<file path="src/rtl/mem_bus_arbiter_pkg.sv">
// Shared types for the CPU/DMA data-memory arbiter.
// State encoding and burst limit used by arbiter and pick logic.
package mem_bus_arbiter_pkg;

  typedef enum logic [1:0] {
    ST_IDLE      = 2'd0,
    ST_CPU_OWN   = 2'd1,
    ST_DMA_OWN   = 2'd2,
    ST_DMA_BURST = 2'd3
  } arb_state_t;

  localparam logic [3:0] BURST_LIMIT = 4'd8;

endpackage

</file>
<file path="src/rtl/mem_bus_arbiter_pick.sv">
// Combinational grant decision for the CPU/DMA arbiter.
// Produces one-hot grants from requests, state and counters.
module arb_pick
  import mem_bus_arbiter_pkg::*;
#(
  parameter int STARVE_LIMIT = 4
) (
  input  logic       i_cpu_req,
  input  logic       i_dma_req,
  input  logic       i_dma_lock,
  input  arb_state_t i_state,
  input  logic [3:0] i_starve_cnt,
  input  logic [3:0] i_burst_cnt,
  output logic       o_cpu_gnt,
  output logic       o_dma_gnt
);

  localparam logic [3:0] LIM = 4'(STARVE_LIMIT);

  logic w_both;
  logic w_burst_hold;
  logic w_dma_first;

  assign w_both = i_cpu_req & i_dma_req;

  // An unexhausted locked burst beats the CPU; so does a starved DMA.
  assign w_burst_hold = (i_state == ST_DMA_BURST) & i_dma_lock
                      & (i_burst_cnt < BURST_LIMIT);
  assign w_dma_first  = w_burst_hold | (i_starve_cnt == LIM);

  always_comb begin
    o_cpu_gnt = 1'b0;
    o_dma_gnt = 1'b0;
    unique case (1'b1)
      w_both & w_dma_first:     o_dma_gnt = 1'b1;
      w_both & ~w_dma_first:    o_cpu_gnt = 1'b1;
      i_cpu_req & ~i_dma_req:   o_cpu_gnt = 1'b1;
      i_dma_req & ~i_cpu_req:   o_dma_gnt = 1'b1;
      default: ;
    endcase
  end

endmodule

</file>
<file path="src/rtl/mem_bus_arbiter.sv">
// Two-port (CPU, DMA) arbiter onto a shared combinational-read memory.
// Holds FSM state, starvation/burst counters and per-port read data.
module mem_bus_arbiter
  import mem_bus_arbiter_pkg::*;
#(
  parameter int STARVE_LIMIT = 4,
  parameter int AW           = 32
) (
  input  logic          clk,
  input  logic          reset,
  input  logic          cpu_req,
  input  logic          cpu_wr,
  input  logic [AW-1:0] cpu_addr,
  input  logic [31:0]   cpu_wdata,
  output logic          cpu_gnt,
  output logic          cpu_stall,
  output logic [31:0]   cpu_rdata,
  output logic          cpu_rvalid,
  input  logic          dma_req,
  input  logic          dma_wr,
  input  logic [AW-1:0] dma_addr,
  input  logic [31:0]   dma_wdata,
  input  logic          dma_lock,
  output logic          dma_gnt,
  output logic [31:0]   dma_rdata,
  output logic          dma_rvalid,
  output logic          mem_rd,
  output logic          mem_wr,
  output logic [AW-1:0] mem_addr,
  output logic [31:0]   mem_wdata,
  input  logic [31:0]   mem_rdata
);

  localparam logic [3:0] LIM = 4'(STARVE_LIMIT);

  arb_state_t  r_state;
  logic [3:0]  r_starve_cnt;
  logic [3:0]  r_burst_cnt;
  logic [31:0] r_cpu_rdata;
  logic [31:0] r_dma_rdata;
  logic        r_cpu_rvalid;
  logic        r_dma_rvalid;

  logic        w_pick_cpu;
  logic        w_pick_dma;
  logic        w_cpu_gnt;
  logic        w_dma_gnt;
  logic [3:0]  w_burst_inc;

  arb_pick #(
    .STARVE_LIMIT (STARVE_LIMIT)
  ) u_pick (
    .i_cpu_req    (cpu_req),
    .i_dma_req    (dma_req),
    .i_dma_lock   (dma_lock),
    .i_state      (r_state),
    .i_starve_cnt (r_starve_cnt),
    .i_burst_cnt  (r_burst_cnt),
    .o_cpu_gnt    (w_pick_cpu),
    .o_dma_gnt    (w_pick_dma)
  );

  assign w_cpu_gnt = reset & w_pick_cpu;
  assign w_dma_gnt = reset & w_pick_dma;

  assign w_burst_inc = (r_burst_cnt == BURST_LIMIT) ? r_burst_cnt
                                                    : r_burst_cnt + 4'd1;

  always_ff @(posedge clk or negedge reset) begin
    if (!reset) begin
      r_state      <= ST_IDLE;
      r_starve_cnt <= '0;
      r_burst_cnt  <= '0;
      r_cpu_rdata  <= '0;
      r_dma_rdata  <= '0;
      r_cpu_rvalid <= 1'b0;
      r_dma_rvalid <= 1'b0;
    end else begin
      unique case (1'b1)
        w_dma_gnt: begin
          r_state     <= dma_lock ? ST_DMA_BURST : ST_DMA_OWN;
          r_burst_cnt <= dma_lock ? w_burst_inc : 4'd0;
        end
        w_cpu_gnt: begin
          r_state     <= ST_CPU_OWN;
          r_burst_cnt <= '0;
        end
        default: begin
          r_state     <= ST_IDLE;
          r_burst_cnt <= '0;
        end
      endcase

      if (w_dma_gnt | ~dma_req)
        r_starve_cnt <= '0;
      else if (w_cpu_gnt & (r_starve_cnt != LIM))
        r_starve_cnt <= r_starve_cnt + 4'd1;

      if (w_cpu_gnt & ~cpu_wr) r_cpu_rdata <= mem_rdata;
      if (w_dma_gnt & ~dma_wr) r_dma_rdata <= mem_rdata;
      r_cpu_rvalid <= w_cpu_gnt & ~cpu_wr;
      r_dma_rvalid <= w_dma_gnt & ~dma_wr;
    end
  end

  always_comb begin
    mem_rd    = 1'b0;
    mem_wr    = 1'b0;
    mem_addr  = '0;
    mem_wdata = '0;
    unique case (1'b1)
      w_cpu_gnt: begin
        mem_rd    = ~cpu_wr;
        mem_wr    = cpu_wr;
        mem_addr  = cpu_addr;
        mem_wdata = cpu_wdata;
      end
      w_dma_gnt: begin
        mem_rd    = ~dma_wr;
        mem_wr    = dma_wr;
        mem_addr  = dma_addr;
        mem_wdata = dma_wdata;
      end
      default: ;
    endcase
  end

  assign cpu_gnt    = w_cpu_gnt;
  assign dma_gnt    = w_dma_gnt;
  assign cpu_stall  = cpu_req & ~w_cpu_gnt;
  assign cpu_rdata  = r_cpu_rdata;
  assign cpu_rvalid = r_cpu_rvalid;
  assign dma_rdata  = r_dma_rdata;
  assign dma_rvalid = r_dma_rvalid;

endmodule

</file>
<file path="config.mk">
export PLATFORM = sky130hd
export DESIGN_NAME = mem_bus_arbiter
export DESIGN_NICKNAME = d
export VERILOG_FILES = /design/src/rtl/mem_bus_arbiter_pkg.sv /design/src/rtl/mem_bus_arbiter_pick.sv /design/src/rtl/mem_bus_arbiter.sv
export SDC_FILE = /design/constraint.sdc
export NUM_CORES = 1
export LEC_CHECK = 0
export ABC_CLOCK_PERIOD_IN_PS = 2100
export CAP_MARGIN = 40
export CORE_ASPECT_RATIO = 0.75
export CORE_MARGIN = 5
export CORE_UTILIZATION = 30
export CTS_CLUSTER_DIAMETER = 150
export CTS_CLUSTER_SIZE = 30
export DETAILED_ROUTE_END_ITERATION = 8
export PLACE_DENSITY = 0.78
export SLEW_MARGIN = 20
export SYNTH_ARGS = -nofsm -noshare
export SYNTH_HDL_FRONTEND = slang
export SYNTH_SLANG_ARGS = --single-unit
</file>
<file path="constraint.sdc">
create_clock -name clk -period 2.1 [get_ports clk]
set_input_delay 0.42 -clock clk [delete_from_list [all_inputs] [get_ports clk]]
set_output_delay 0.42 -clock clk [all_outputs]
set_load 0.02 [all_outputs]
</file>
==> metrics.md, run 1 <==
| Metric | Value |
|---|---|
| Clock Sinks | 76 |
| Failing checks | negative setup slack |
| Core Area | 0.0121 mm^2 |
| Largest net degree at the start of global routing | 60 |
| Setup violations, final | 69 |
| Die Footprint | 0.0146 mm^2 |
| DRC | 0 |
| Reg-to-Reg Start | r_starve_cnt[1]$_DFFE_PN0P_ |
| WL/cell | 21.0 um |
| Hold Path Class | in2async |
| Clk network pwr share | 0.287 |
| Die Wd | 138 um |
| Flops & latches, synth | 76 |
| Finished Core Util | 0.624 |
| Syn Std Cell Area | 0.00368 mm^2 |
| Register area share after synthesis | 0.516 |
| Status | complete, but fails checks |
| IO Port Bufs | 301 |
| Synth area leaders | dfrtp_1 52%, mux2_2 18%, a22o_1 15%, mux2_1 1.5%, ha_1 1.4% |
| Worst reg-to-reg path cell count | 9 |
| Sequential power share | 0.341 |
| Slack of the worst reg-to-reg path | 0.10 ns |
| CTS buffer count | 9 |
| CTS tree | built |
| Reg clk slew, reported paths | 0.05 ns |
| Crit Path Max Fanout | 28 |
| Leakage power | 3.28 nW |
| Final period util | 1.13 |
| Startpoint Class | register |
| Max Clock Skew | 0.00490 ns |
| Multi-input logic area | 0.00171 mm^2 |
| HPWL Detailed | 12200 um |
| CTS Buffer Depth | 2 |
| Layout area overhead | 105% |
| Initial drt markers | 214 |
| Worst setup EP type | primary output |
| Cell accounting for the most synthesized area | dfrtp_1 |
| # IOs | 302 |
| Antenna-violating nets left | 0 |
| Comb power frac | 0.371 |
| Final GP Congestion | 0.935 |
| Initial Util | 0.304 |
| Detailed Routing Iterations Pass 1 | 4 |
| Fin. max-slew vios | 0 |
| Mapped Cells | 274 |
| Switching power | 1.58 mW |
| Final total power | 5.48 mW |
| Synth warn | 0 |
| Syn Area/Cell | 13.4 um^2 |
| Filler Cell Count | 954 |
| Pwr dens | 724 mW/mm^2 |
| Clk root buf | clkbuf_16 |
| Worst-margin pin slew | 0.354 ns |
| RSZ-0062 raised after global routing | true |
| DP Worst Slack | -0.795 ns |
| Critical path required time | 1.68 ns |
| Crit Path Class | reg2out |
| Tmin final | 2.38 ns |
| N_diodes | 0 |
| Initial antenna violation count | 0 |
| Drt total wl | 16200 um |
| Worst skew pair latency | 0.32 ns |
| Worst Setup Slack, final | -0.279 ns |
| Vias | 3700 |
| Chip Height | 106 um |
| Hold Buf Count CTS | 0 |
| First-pass GRT wire length | 22900 um |
| FF-to-FF End | cpu_rdata[29]$_DFFE_PN0P_ |
| Area share of the largest cell type after synthesis | 0.516 |
| Post-Syn Nets | 445 |
| Maximum VDD drop | 0.477 mV |
| H-tree Lvls | 3 |
| Sw Ratio | 0.289 |
| Max Cap Viol | 0 |
| Critical path arrival | 1.96 ns |
| Synth cell types | 31 |
| Setup TNS | -16.56 ns |
| Hold WS | 0.0904 ns |
| FMAX | 420 MHz |
| Pint | 3.90 mW |
| Area occupied by registers | 0.00190 mm^2 |
| Final net count | 776 |
| Grt total ovfl | 0 |
| Placement Rows | 35 |
| Total track usage | 0.206 |
| Vias in the first global route | 3948 |
| Slew HR | 0.764 |
| Final hold viol count | 0 |
| Layout cells sized above 1 | 0.320 |
| Vias per cell | 4.77 |
[synthesized netlist by cell type]
master    number
a21bo_2        1
a21oi_1        2
a21oi_2        1
a22o_1        65
a311oi_4       1
a31oi_1        2
and2_1         1
buf_2          7
buf_4          3
buf_6          3
clkbuf_1       7
dfrtp_1       76
ha_1           4
inv_1          5
mux2_1         5
mux2_2        59
mux2i_1        2
nand2_1        4
nand2b_1       1
nand3_1        2
nand3b_1       2
nand3b_4       1
nand4b_4       1
nor2_1         8
nor2b_1        1
nor3_4         1
o2111a_1       1
o21ai_0        3
or2_2          1
xnor2_1        2
xor2_1         2
[layout make-up]
type                            instances  area share
Clock buffer                           10      0.0303
Multi-Input combinational cell        173       0.225
Sequential cell                        76       0.251
Inverter                                5     0.00248
Clock inverter                          5      0.0103
Tap cell                              166      0.0275
Timing Repair Buffer                  340       0.453
[per-stage QoR]
stage,cells,instance area (um^2)
floorplan,274,3700
global placement,744,7040
detailed placement,745,7060
CTS,771,7460
global route,775,7570
finish,775,7570
[cells in the final DEF, fill, tap and decap left out, drive strengths merged]
cell / count
nor3: 1
o21ai: 3
xnor2: 2
nand2b: 1
nor2: 8
nand2: 4
buf: 107
and2: 1
nor2b: 1
dfrtp: 76
bufinv: 2
clkinv: 2
a311oi: 1
a31oi: 2
nand3b: 3
a21bo: 1
inv: 5
clkbuf: 12
o2111a: 1
clkinvlp: 1
clkdlybuf4s50: 229
mux2i: 2
or2: 1
ha: 4
a21oi: 3
dlygate4sd2: 2
mux2: 64
xor2: 2
a22o: 65
nand4b: 1
nand3: 2
[flip-flops by register name (all words and copies together) (netlist names)]
signal / cells
cpu_rdata: 32
r_starve_cnt: 4
dma_rvalid: 1
cpu_rvalid: 1
r_burst_cnt: 4
r_state: 2
dma_rdata: 32
[routing by layer]
layer | wire (um) | vias up | global-route usage
met3 | 1420 | 10 | 0.0710
met5 | 0 | - | 0
met1 | 6490 | 1843 | 0.262
li1 | - | 1707 | -
met4 | 143 | 0 | 0.0402
met2 | 8180 | 140 | 0.341
[kinds of logic (layout without fill, tap and decap cells)]
group,Yosys count,count (layout),share of synthesized area
AND/OR/NAND/NOR,23,23,0.0421
XOR/XNOR,4,4,0.00952
buffers and inverters,25,360,0.0370
adder cells (fa/ha/maj),4,4,0.0136
flip-flops,76,76,0.516
multiplexers,66,66,0.201
AO/OA/AOI/OAI,76,76,0.180
[what timing repair did]
| action | 4_1_cts | 5_1_grt |
|---|---|---|
| cloned | 4 | 2 |
| gates resized for setup | 337 | 13 |
| buffers inserted | 9 | 4 |
| pin swaps | 14 | 4 |
| setup endpoints to repair | 99 | 96 |
[worst max-delay path by stage]
stage	from	to	cells past startpoint
after detailed placement	dma_lock	mem_addr[28]	6
after floorplan	r_starve_cnt[0]$_DFFE_PN0P_	mem_addr[14]	8
after global routing	r_starve_cnt[0]$_DFFE_PN0P_	mem_wdata[10]	8
after global placement	dma_lock	mem_addr[28]	6
after CTS	r_starve_cnt[1]$_DFFE_PN0P_	mem_wdata[14]	9
final	r_starve_cnt[1]$_DFFE_PN0P_	mem_wdata[26]	8
[power groups by stage]
| stage | clock, mW | combinational (mW) | sequential [mW] |
|---|---|---|---|
| 3_3_place_gp | 0 | 1.98 | 1.87 |
| 5_1_grt | 1.69 | 2.14 | 1.91 |
| 2_1_floorplan | 0 | 0.486 | 2.21 |
| 4_1_cts | 1.63 | 2.03 | 1.87 |
| 3_5_place_dp | 0 | 2.01 | 1.89 |
| 6_report | 1.57 | 2.03 | 1.87 |
[worst max-delay path, stage by stage, from the launching register on]
cell and delay [ns]:
dfrtp_1 0.37, inv_1 0.07, ha_2 0.19, nand3b_4 0.13
a21oi_4 0.20, nor2_4 0.10, buf_12 0.17, a22o_1 0.25
buf_2 0.16
Note: power is estimated with default switching activity, not from simulation.
==> run 2: changes to the inputs <==
- ABC_AREA: not set -> 1
- CORE_UTILIZATION: 30 -> 31
- PLACE_DENSITY: 0.78 -> 0.77
- SETUP_SLACK_MARGIN: not set -> 0.15
==> metrics.md, run 2 <==
| Metric | Value |
|---|---|
| Cell accounting for the most synthesized area | dfrtp_1 |
| Final period util | 1.08 (-0.0572) |
| Crit Path Max Fanout | 8 (-71%) |
| Syn Area/Cell | 7.20 um^2 (-46%) |
| FFs w/ async S/R, synth | 1.00 (unchanged) |
| Layout cells sized above 1 | 0.293 (-0.0276) |
| First-pass GRT wire length | 28000 um (+22%) |
| WL/cell | 17.9 um (-15%) |
| Drt total wl | 19200 um (+18%) |
| Final GP Congestion | 0.892 (-4.6%) |
| Startpoint Class | register |
| Vias in the first global route | 4900 (+24%) |
| H-tree Lvls | 3 (unchanged) |
| Pwr dens | 633 mW/mm^2 (-13%) |
| Mapped Cells | 567 (+110%) |
| Leakage power | 4.14 nW (+26%) |
| CTS Buffer Depth | 2 (unchanged) |
| Hold Path Class | in2async |
| Post-Syn Nets | 738 (+66%) |
| Grt total ovfl | 0 (unchanged) |
| Most frequent cells in the layout | 256 x nand2_1, 229 x clkdlybuf4s50_1, 98 x nand2_2, 76 x dfrtp_1, 52 x buf_6 |
| Finished Core Util | 0.647 (+0.0228) |
| Critical path required time | 1.68 ns (about the same) |
| Placement Rows | 36 (+2.9%) |
| Clock Sinks | 76 (unchanged) |
| Synth cell types | 25 (-19%) |
| Fin. max-slew vios | 0 (unchanged) |
| Core Area | 0.0130 mm^2 (+6.9%) |
| Setup TNS | -5.82 ns (+10.73 ns) |
| Critical path arrival | 1.84 ns (-0.12 ns) |
| Initial Util | 0.315 (+0.0114) |
| Slew HR | 0.573 (-0.191) |
| Setup violations, final | 68 (-1.4%) |
| Cell with the most instances after synthesis | nand2_1 |
| CTS buffer count | 9 (unchanged) |
| Max Clock Skew | 0.00760 ns (+0.00271 ns) |
| Antenna-violating nets left | 0 (unchanged) |
| Filler Cell Count | 1093 (+15%) |
| Die Wd | 143 um (+3.4%) |
| HPWL Detailed | 13900 um (+14%) |
| Initial drt markers | 242 (+13%) |
| Clk root buf | clkbuf_16 |
| Crit Path Class | reg2out |
| Synth Flop Type | dfrtp_1 |
| # IOs | 302 (unchanged) |
| IO Port Bufs | 301 (unchanged) |
| RSZ-0062 raised after global routing | true |
| Largest net degree at the start of global routing | 52 (-13%) |
| Syn Std Cell Area | 0.00409 mm^2 (+11%) |
| Failing checks | negative setup slack |
| Layout area overhead | 105% (about the same) |
| Area share of the largest cell type after synthesis | 0.466 (-0.0509) |
| Number of synthesized flops with an enable pin | 0 (unchanged) |
| Status | complete, but fails checks |
| Flops & latches, synth | 76 (unchanged) |
| Total track usage | 0.233 (+0.0269) |
| Chip Height | 109 um (+3.3%) |
| Synth area leaders | dfrtp_1 47%, nand2_1 31%, nand2_2 5.2%, o21ai_0 4.2%, buf_6 1.9% |
| N_diodes | 0 (unchanged) |
| DRC | 0 (unchanged) |
| Register area share after synthesis | 0.466 (-0.0509) |
| Worst skew pair latency | 0.32 ns (about the same) |
| Maximum VDD drop | 0.547 mV (+15%) |
| Initial antenna violation count | 1 (+1) |
| Vias per cell | 4.56 (-4.5%) |
| Max Cap Viol | 0 (unchanged) |
| Final hold viol count | 0 (unchanged) |
| Vias | 4879 (+32%) |
| Worst Setup Slack, final | -0.159 ns (+0.120 ns) |
| Die Footprint | 0.0156 mm^2 (+6.7%) |
| Worst setup EP type | primary output |
| Detailed Routing Iterations Pass 1 | 5 (+1) |
| Synth warn | 0 (unchanged) |
| Final total power | 5.31 mW (-3.1%) |
| Most common cell after layout, fill and taps aside | nand2_1 |
| Worst-margin pin slew | 0.641 ns (+0.287 ns) |
| Tmin final | 2.26 ns (-0.120 ns) |
| FMAX | 443 MHz (+5.3%) |
| Final net count | 1067 (+38%) |
| Reg clk slew, reported paths | 0.06 ns (about the same) |
| CTS tree | built |
| Post-synth top cells | 340 x nand2_1, 76 x dfrtp_1, 34 x nand2_2, 34 x o21ai_0, 16 x inv_1 |
## run 2: cell type report
class                           count  area (um^2)  share of cell area
Clock buffer                       10          239              0.0285
Clock inverter                      4         51.3             0.00612
Inverter                           20          100              0.0119
Multi-Input combinational cell    443         2270               0.270
Sequential cell                    76         1900               0.227
Tap cell                          171          214              0.0255
Timing Repair Buffer              346         3610               0.431
## run 2: worst max-delay path: stages (launching register included)
cell	delay [ns]
dfrtp_1	0.36
inv_2	0.06
ha_4	0.16
nand3_4	0.08
nand3_4	0.09
nand2_4	0.12
clkinv_8	0.09
buf_12	0.14
clkbuf_16	0.16
nand2_1	0.06
nand2_1	0.06
buf_6	0.13
## run 2: timing repair
action,in CTS,in global routing
pin swaps,15,10
endpoints found under the setup margin,135,115
resized for setup,426,70
setup buffers,6,3
cloned,6,1
hold buffers,0,0
## run 2: metrics by stage
step	setup slack [ns]	cell area, um^2	hold slack [ns]	std cells
after floorplan	0.169	4170	0.124	567
after global placement	-0.649	7490	0.463	1040
after global routing	-0.243	8390	0.161	1070
after detailed placement	-0.666	7490	0.464	1040
after CTS	-0.181	8120	0.133	1066
final	-0.159	8390	0.135	1070
## run 2: kinds of logic after synthesis
| group | share of synthesized area |
|---|---|
| flops | 0.466 |
| buf+inv | 0.0671 |
| compound gates | 0.0453 |
| xor+xnor | 0.00643 |
| fa+ha+maj | 0.0123 |
| simple gates | 0.403 |
## run 2: where the power goes
group	total [mW]	leakage [nW]	switching, mW	internal, mW
sequential	1.81	0.965	0.118	1.69
clock	1.50	0.140	0.563	0.938
combinational	2.00	3.04	0.983	1.01
## run 2: path summary, 6_finish.rpt
kind / startpoint / end / slack [ns] / depth (start not counted)
worst max-delay path: r_starve_cnt[0]$_DFFE_PN0P_ / mem_addr[20] / -0.16 / 11
worst min-delay path: reset / r_burst_cnt[0]$_DFFE_PN0P_ / 0.13 / 2
worst max register to register: r_starve_cnt[0]$_DFFE_PN0P_ / dma_rdata[6]$_DFFE_PN0P_ / 0.17 / 13
worst min register to register: dma_rdata[12]$_DFFE_PN0P_ / dma_rdata[12]$_DFFE_PN0P_ / 0.48 / 2
max in group asynchronous: reset / dma_rdata[20]$_DFFE_PN0P_ / 1.01 / 3
min in group clk: dma_rdata[12]$_DFFE_PN0P_ / dma_rdata[12]$_DFFE_PN0P_ / 0.48 / 2
## run 2: per-layer routing
metal / vias up / GRT usage / share of wire / routed length, um
li1: 2386 / - / - / -
met1: 2262 / 0.314 / 0.43 / 8250
met4: 2 / 0.0475 / 0.011 / 220
met3: 24 / 0.0596 / 0.089 / 1700
met5: - / 0 / 0.00068 / 13
met2: 205 / 0.381 / 0.47 / 8970
